## src/rtl/sha256_pad_stream.sv

```systemverilog
// Streaming SHA-256 message padder: byte beats in, padded big-endian 32-bit words out, 16 per block.
// Define SHA_PAD_LENCHK_EN to enable the sticky length-overflow flag on err.
module sha256_pad_stream #(
    parameter int unsigned IN_BYTES = 1,
    parameter int unsigned LEN_W    = 16
) (
    input  logic                    clk,
    input  logic                    rst,
    input  logic                    in_valid,
    output logic                    in_ready,
    input  logic [8*IN_BYTES-1:0]   in_data,
    input  logic                    in_last,
    input  logic [2:0]              in_nbytes,
    output logic                    out_valid,
    input  logic                    out_ready,
    output logic [31:0]             out_data,
    output logic [3:0]              out_widx,
    output logic                    out_blast,
    output logic                    out_mlast,
    output logic                    err
);

    localparam int unsigned IN_W = 8 * IN_BYTES;

    localparam logic [2:0] S_DATA = 3'd0;
    localparam logic [2:0] S_PAD  = 3'd1;
    localparam logic [2:0] S_ZERO = 3'd2;
    localparam logic [2:0] S_LENH = 3'd3;
    localparam logic [2:0] S_LENL = 3'd4;

    logic [2:0]        r_state;
    logic [31:0]       r_acc;
    logic [1:0]        r_bpos;
    logic [LEN_W-1:0]  r_cnt;
    logic [3:0]        r_widx;
    logic [31:0]       r_out_data;
    logic              r_out_valid;
    logic [3:0]        r_out_widx;
    logic              r_out_blast;
    logic              r_out_mlast;

    logic [2:0]        w_state_nxt;
    logic [31:0]       w_acc_nxt;
    logic [1:0]        w_bpos_nxt;
    logic [LEN_W-1:0]  w_cnt_nxt;
    logic [3:0]        w_widx_nxt;
    logic [31:0]       w_out_data_nxt;
    logic              w_out_valid_nxt;
    logic [3:0]        w_out_widx_nxt;
    logic              w_out_blast_nxt;
    logic              w_out_mlast_nxt;

    logic              w_load_ok;
    logic              w_accept;
    logic [31:0]       w_in32;
    logic [2:0]        w_nvalid;
    logic [2:0]        w_fill;
    logic [31:0]       w_merged;
    logic [63:0]       w_bitlen;
    logic [LEN_W-1:0]  w_cnt_sum;
    logic              w_emit;
    logic [31:0]       w_word;

    assign w_load_ok = !r_out_valid || out_ready;
    assign in_ready  = rst && (r_state == S_DATA) && w_load_ok;
    assign w_accept  = in_valid && in_ready;

    // Beat bytes MSB-aligned in a 32-bit view; w_fill is the byte position after this beat.
    assign w_in32   = 32'(in_data) << (32 - IN_W);
    assign w_nvalid = in_last ? in_nbytes : 3'(IN_BYTES);
    assign w_fill   = 3'(r_bpos) + w_nvalid;
    assign w_bitlen = 64'({r_cnt, 3'b000});

`ifdef SHA_PAD_LENCHK_EN
    logic w_cnt_carry;
    logic r_err;
    logic w_err_nxt;
    assign {w_cnt_carry, w_cnt_sum} = {1'b0, r_cnt} + (LEN_W+1)'(w_nvalid);
    assign err = r_err;
`else
    assign w_cnt_sum = r_cnt + LEN_W'(w_nvalid);
    assign err = 1'b0;
`endif

    // Merge valid beat bytes at the byte pointer; a last beat appends 0x80 if the word has room.
    always_comb begin
        w_merged = r_acc;
        for (int k = 0; k < 4; k++) begin
            if (k >= int'(r_bpos) && k < int'(w_fill)) begin
                w_merged[31-8*k -: 8] = w_in32[31-8*(k-int'(r_bpos)) -: 8];
            end
        end
        if (in_last && (w_fill < 3'd4)) begin
            w_merged[31-8*int'(w_fill) -: 8] = 8'h80;
        end
    end

    always_comb begin
        w_state_nxt     = r_state;
        w_acc_nxt       = r_acc;
        w_bpos_nxt      = r_bpos;
        w_cnt_nxt       = r_cnt;
        w_widx_nxt      = r_widx;
        w_out_data_nxt  = r_out_data;
        w_out_valid_nxt = r_out_valid && !out_ready;
        w_out_widx_nxt  = r_out_widx;
        w_out_blast_nxt = r_out_blast;
        w_out_mlast_nxt = r_out_mlast;
        w_emit          = 1'b0;
        w_word          = 32'h0000_0000;
`ifdef SHA_PAD_LENCHK_EN
        w_err_nxt       = r_err;
`endif

        case (r_state)
            S_DATA: begin
                if (w_accept) begin
                    w_cnt_nxt = w_cnt_sum;
`ifdef SHA_PAD_LENCHK_EN
                    if (w_cnt_carry) begin
                        w_err_nxt = 1'b1;
                    end
`endif
                    if (in_last || (w_fill >= 3'd4)) begin
                        w_emit     = 1'b1;
                        w_word     = w_merged;
                        w_acc_nxt  = 32'h0000_0000;
                        w_bpos_nxt = 2'd0;
                    end else begin
                        w_acc_nxt  = w_merged;
                        w_bpos_nxt = 2'(w_fill);
                    end
                    if (in_last) begin
                        if (w_fill >= 3'd4) begin
                            w_state_nxt = S_PAD;
                        end else if (r_widx == 4'd13) begin
                            w_state_nxt = S_LENH;
                        end else begin
                            w_state_nxt = S_ZERO;
                        end
                    end
                end
            end
            S_PAD: begin
                if (w_load_ok) begin
                    w_emit      = 1'b1;
                    w_word      = 32'h8000_0000;
                    w_state_nxt = (r_widx == 4'd13) ? S_LENH : S_ZERO;
                end
            end
            S_ZERO: begin
                // Zero fill always ends on index 13, wrapping into a new block if needed.
                if (w_load_ok) begin
                    w_emit = 1'b1;
                    if (r_widx == 4'd13) begin
                        w_state_nxt = S_LENH;
                    end
                end
            end
            S_LENH: begin
                if (w_load_ok) begin
                    w_emit      = 1'b1;
                    w_word      = w_bitlen[63:32];
                    w_state_nxt = S_LENL;
                end
            end
            S_LENL: begin
                if (w_load_ok) begin
                    w_emit      = 1'b1;
                    w_word      = w_bitlen[31:0];
                    w_cnt_nxt   = '0;
                    w_bpos_nxt  = 2'd0;
                    w_state_nxt = S_DATA;
                end
            end
            default: begin
                w_state_nxt = S_DATA;
            end
        endcase

        if (w_emit) begin
            w_out_valid_nxt = 1'b1;
            w_out_data_nxt  = w_word;
            w_out_widx_nxt  = r_widx;
            w_out_blast_nxt = (r_widx == 4'd15);
            w_out_mlast_nxt = (r_state == S_LENL);
            w_widx_nxt      = (r_state == S_LENL) ? 4'd0 : r_widx + 4'd1;
        end
    end

    always_ff @(posedge clk) begin
        if (!rst) begin
            r_state     <= S_DATA;
            r_acc       <= 32'h0000_0000;
            r_bpos      <= 2'd0;
            r_cnt       <= '0;
            r_widx      <= 4'd0;
            r_out_data  <= 32'h0000_0000;
            r_out_valid <= 1'b0;
            r_out_widx  <= 4'd0;
            r_out_blast <= 1'b0;
            r_out_mlast <= 1'b0;
`ifdef SHA_PAD_LENCHK_EN
            r_err       <= 1'b0;
`endif
        end else begin
            r_state     <= w_state_nxt;
            r_acc       <= w_acc_nxt;
            r_bpos      <= w_bpos_nxt;
            r_cnt       <= w_cnt_nxt;
            r_widx      <= w_widx_nxt;
            r_out_data  <= w_out_data_nxt;
            r_out_valid <= w_out_valid_nxt;
            r_out_widx  <= w_out_widx_nxt;
            r_out_blast <= w_out_blast_nxt;
            r_out_mlast <= w_out_mlast_nxt;
`ifdef SHA_PAD_LENCHK_EN
            r_err       <= w_err_nxt;
`endif
        end
    end

    assign out_data  = r_out_data;
    assign out_valid = r_out_valid;
    assign out_widx  = r_out_widx;
    assign out_blast = r_out_blast;
    assign out_mlast = r_out_mlast;

endmodule

```

## config.mk

```make
export PLATFORM = sky130hd
export DESIGN_NAME = sha256_pad_stream
export DESIGN_NICKNAME = d
export VERILOG_FILES = /design/src/rtl/sha256_pad_stream.sv
export SDC_FILE = /design/constraint.sdc
export NUM_CORES = 1
export LEC_CHECK = 0
export CAP_MARGIN = 30
export CORE_MARGIN = 5
export CORE_UTILIZATION = 35
export DETAILED_ROUTE_END_ITERATION = 10
export GPL_TIMING_DRIVEN = 0
export PLACE_DENSITY_LB_ADDON = 0.15
export SLEW_MARGIN = 30
export SYNTH_ARGS = -nofsm -noshare
export SYNTH_HDL_FRONTEND = slang
export SYNTH_SLANG_ARGS = --single-unit
export TNS_END_PERCENT = 5
```

## constraint.sdc

```tcl
create_clock -name clk -period 3.6 [get_ports clk]
set_input_delay 0.9 -clock clk [delete_from_list [all_inputs] [get_ports clk]]
set_output_delay 0.9 -clock clk [all_outputs]
set_load 0.01 [all_outputs]
```

==> metrics, run 1 <==
worst hold path class register to register; Main synth FF type dfxtp_1; core area 13,200 µm²; pre-CTS setup slack -0.465 ns; sequential fraction of the synthesis area 0.409; WL final 14,100 µm; CTS tree yes; internal power 1.82 mW; die width 126 µm; critical path, cell by cell clkdlybuf4s50_1 > nor2b_1 > buf_2 > nor4_2 > clkdlybuf4s50_1; syn_nets 537; Worst Hold Depth 2; Post-Syn Area 4700 µm²; Critical Path Stages 5; PwrDens 432 nW/µm²; layout cells sized above 1 0.107; routed via count 4,287; final slew viol count 0; placed cell area 5460 µm²; drt pass-1 iters 5; WS Path Type input pin to output pin; Vias/cell 5.67; H-tree Lvls 3; Worst Clk Skew 0.00808 ns; HPWL after DPL 10,400 µm; CTS root buf clkbuf_16; total grt overflow 0; initial core utilization 0.357; synthesis-to-finish area growth 23.5%; Worst path max stage delay 0.51 ns; CP arrival 2.60 ns; Mapped Cells 511; ant diodes 0; RSZ-0062 raised after global routing false; P_sw 0.687 mW; final instance area 5810 µm²; CTS Buffer Depth 2; Clock Power Share 0.417; largest cells by area after synthesis dfxtp_1 41%, a22o_1 5.2%, nor2_1 4.5%, a22oi_1 3.4%, a2bb2oi_1 3.2%; final worst slack 0.105 ns; area share of the largest cell type after synthesis 0.409; Final ANT Viol Nets 0; Comb power frac 0.143; #FFs+latches synth 96; leakage power 2.07 nW; post-synth top area cell dfxtp_1; slew at the pin with the worst max-slew slack 0.692 ns; Clock Latency Late Sink 0.36 ns; switching share of total power 0.274; drt wl/cell 18.7 µm; Reg power frac 0.440; endpoints failing hold 0; Worst Path Required 2.70 ns; outcome completed; Bufs and invs on worst path 3; Clock transition at path regs 0.06 ns; final-layout fill cell count 1,275; area of the multi-input gates 2580 µm²; Fmax 286 MHz; Max IR drop VDD 0.000190 V; Setup crit end kind output pin; io pins 57; Sequential Area 1920 µm²; Avg Cell Area, Syn 9.20 µm²; cts bufs inserted 9; total power 2.51 mW; vias in the first global route 4,273; largest net degree at the start of global routing 17; GRT Resource Usage Total 0.180; Ys Warns 0; clock sink count 96; Row Count 42; first-pass GRT wire length 22,800 µm; post-synthesis async set-or-reset flop share 0; CP max FO 10; final net count 601; number of flops mapped to enable cells by yosys 0; cell repeated most along the worst path clkdlybuf4s50_1; family with the most delay on the worst path buffers and inverters; GP Congestion 0.863; drt drc 0; Die H 126 µm; R2R cell count 8; max_cap viols 0; Critical Path Source Type input pin; Max stage delay cell, worst path clkdlybuf4s50_1; final period utilization 0.971; antenna violations before repair 1; Port Buf Inserts 54; Rel. slew slack 0.539; full die area 15,900 µm²; post-layout minimum cycle time 3.50 ns; Post-CTS Setup Inserts 0; DRT iter0 DRCs 362; Netlist cell types 70; setup violators final 0
[worst paths after layout]
kind	from	end	slack, ns
max	out_ready	in_ready	0.10
min reg2reg	out_widx[2]$_SDFFE_PN0P_	out_widx[2]$_SDFFE_PN0P_	0.46
max reg2reg	r_bpos[1]$_SDFFE_PN0P_	out_data[27]$_SDFFE_PN0P_	0.71
min	out_widx[2]$_SDFFE_PN0P_	out_widx[2]$_SDFFE_PN0P_	0.46
[registers in the layout, summed over array words and instances (netlist names)]
name	cells
out_data	32
r_acc	32
r_cnt	16
out_widx	4
r_widx	4
r_state	3
r_bpos	2
out_blast	1
out_mlast	1
out_valid	1
[cell usage after synthesis (all sizes together), types with 7 or more instances]
| master | number |
|---|---|
| a22o | 28 |
| buf | 15 |
| nor2 | 60 |
| nand4 | 9 |
| nand2 | 29 |
| o21a | 7 |
| a22oi | 21 |
| o2bb2ai | 7 |
| mux2i | 9 |
| xnor2 | 9 |
| o21ai | 11 |
| a21oi | 22 |
| a2bb2oi | 17 |
| nor3 | 9 |
| and3 | 17 |
| a31oi | 11 |
| clkbuf | 21 |
| inv | 11 |
| a221o | 14 |
| ha | 10 |
| xor2 | 9 |
| dfxtp | 96 |
[power groups by stage]
stage | Combinational (mW) | Clock, mW | Sequential (mW)
3_5_place_dp | 0.353 | 0 | 1.13
3_3_place_gp | 0.349 | 0 | 1.13
6_report | 0.360 | 1.05 | 1.11
4_1_cts | 0.356 | 1.07 | 1.10
2_1_floorplan | 0.219 | 0 | 1.13
5_1_grt | 0.391 | 1.11 | 1.11
[cell type report]
cell class	instances	area share
Clock buffer	9	0.0388
Clock inverter	7	0.0164
Buffer	35	0.0315
Tap cell	176	0.0379
Multi-Input combinational cell	367	0.444
Sequential cell	96	0.331
Inverter	12	0.00797
Timing Repair Buffer	54	0.0931
[logic make-up after synthesis]
kind of cell | after synthesis | synth area share
fa+ha+maj | 10 | 0.0266
compound gates | 175 | 0.293
simple gates | 153 | 0.168
mux | 10 | 0.0215
other cells | 1 | 0.000797
buf+inv | 48 | 0.0484
flops | 96 | 0.409
xor+xnor | 18 | 0.0335
[repair_timing]
item / CTS / global route
setup endpoints to repair: 19 / 51
gates resized for setup: 5 / 7
hold buffers: 0 / 0
[worst min-delay path, delay by kind of cell (launching register included)]
kind / cells / cell delay, ns
flops: 1 / 0.31
simple gates: 1 / 0.05
compound gates: 1 / 0.05
[metrics by stage]
step	utilization	setup TNS [ns]	hold slack (ns)	std cells
after floorplan	-	0	0.427	511
after global placement	0.414	-19.62	0.441	741
after detailed placement	0.414	-22.54	0.449	741
after CTS	0.439	0	0.459	757
after global routing	0.440	0	0.480	756
final	0.440	0	0.455	756
[metal layers]
layer | wire [µm] | vias to the layer above | track usage
met1 | 6520 | 2093 | 0.239
li1 | - | 2069 | -
met5 | 20 | - | 0
met4 | 224 | 2 | 0.0656
met3 | 714 | 17 | 0.0390
met2 | 6630 | 106 | 0.287
[cell usage in the layout, fill, tap and decap left out, types with 4 or more instances in the layout]
cell	instances
clkdlybuf4s50_1	53
o22ai_1	5
nor3_1	7
ha_1	10
o2bb2ai_1	7
nor2_1	55
o21a_1	7
nand3_1	6
nor2_2	5
a221o_1	14
clkbuf_1	17
or3_1	4
inv_1	11
a31oi_1	11
and3_1	17
nand2_1	29
clkbuf_16	9
a21oi_1	20
o21ai_0	8
xnor2_1	9
mux2i_1	9
a22o_1	28
xor2_1	9
a2bb2oi_1	17
buf_2	8
nand4_1	9
buf_4	4
o221a_2	4
dfxtp_1	96
a22oi_1	21
No activity file was read; power rests on OpenSTA's default activity.
==> run 2: changes to the inputs <==
GPL_ROUTABILITY_DRIVEN = 1   (was not set)
==> results of run 2 <==
Same layout as run 1: the final DEF is identical, and so are final timing and power.
==> run 3: changes to the inputs <==
CTS_CLUSTER_SIZE = 10   (was not set)
==> results of run 3 <==
Same layout as run 1: the final DEF is identical, and so are final timing and power.
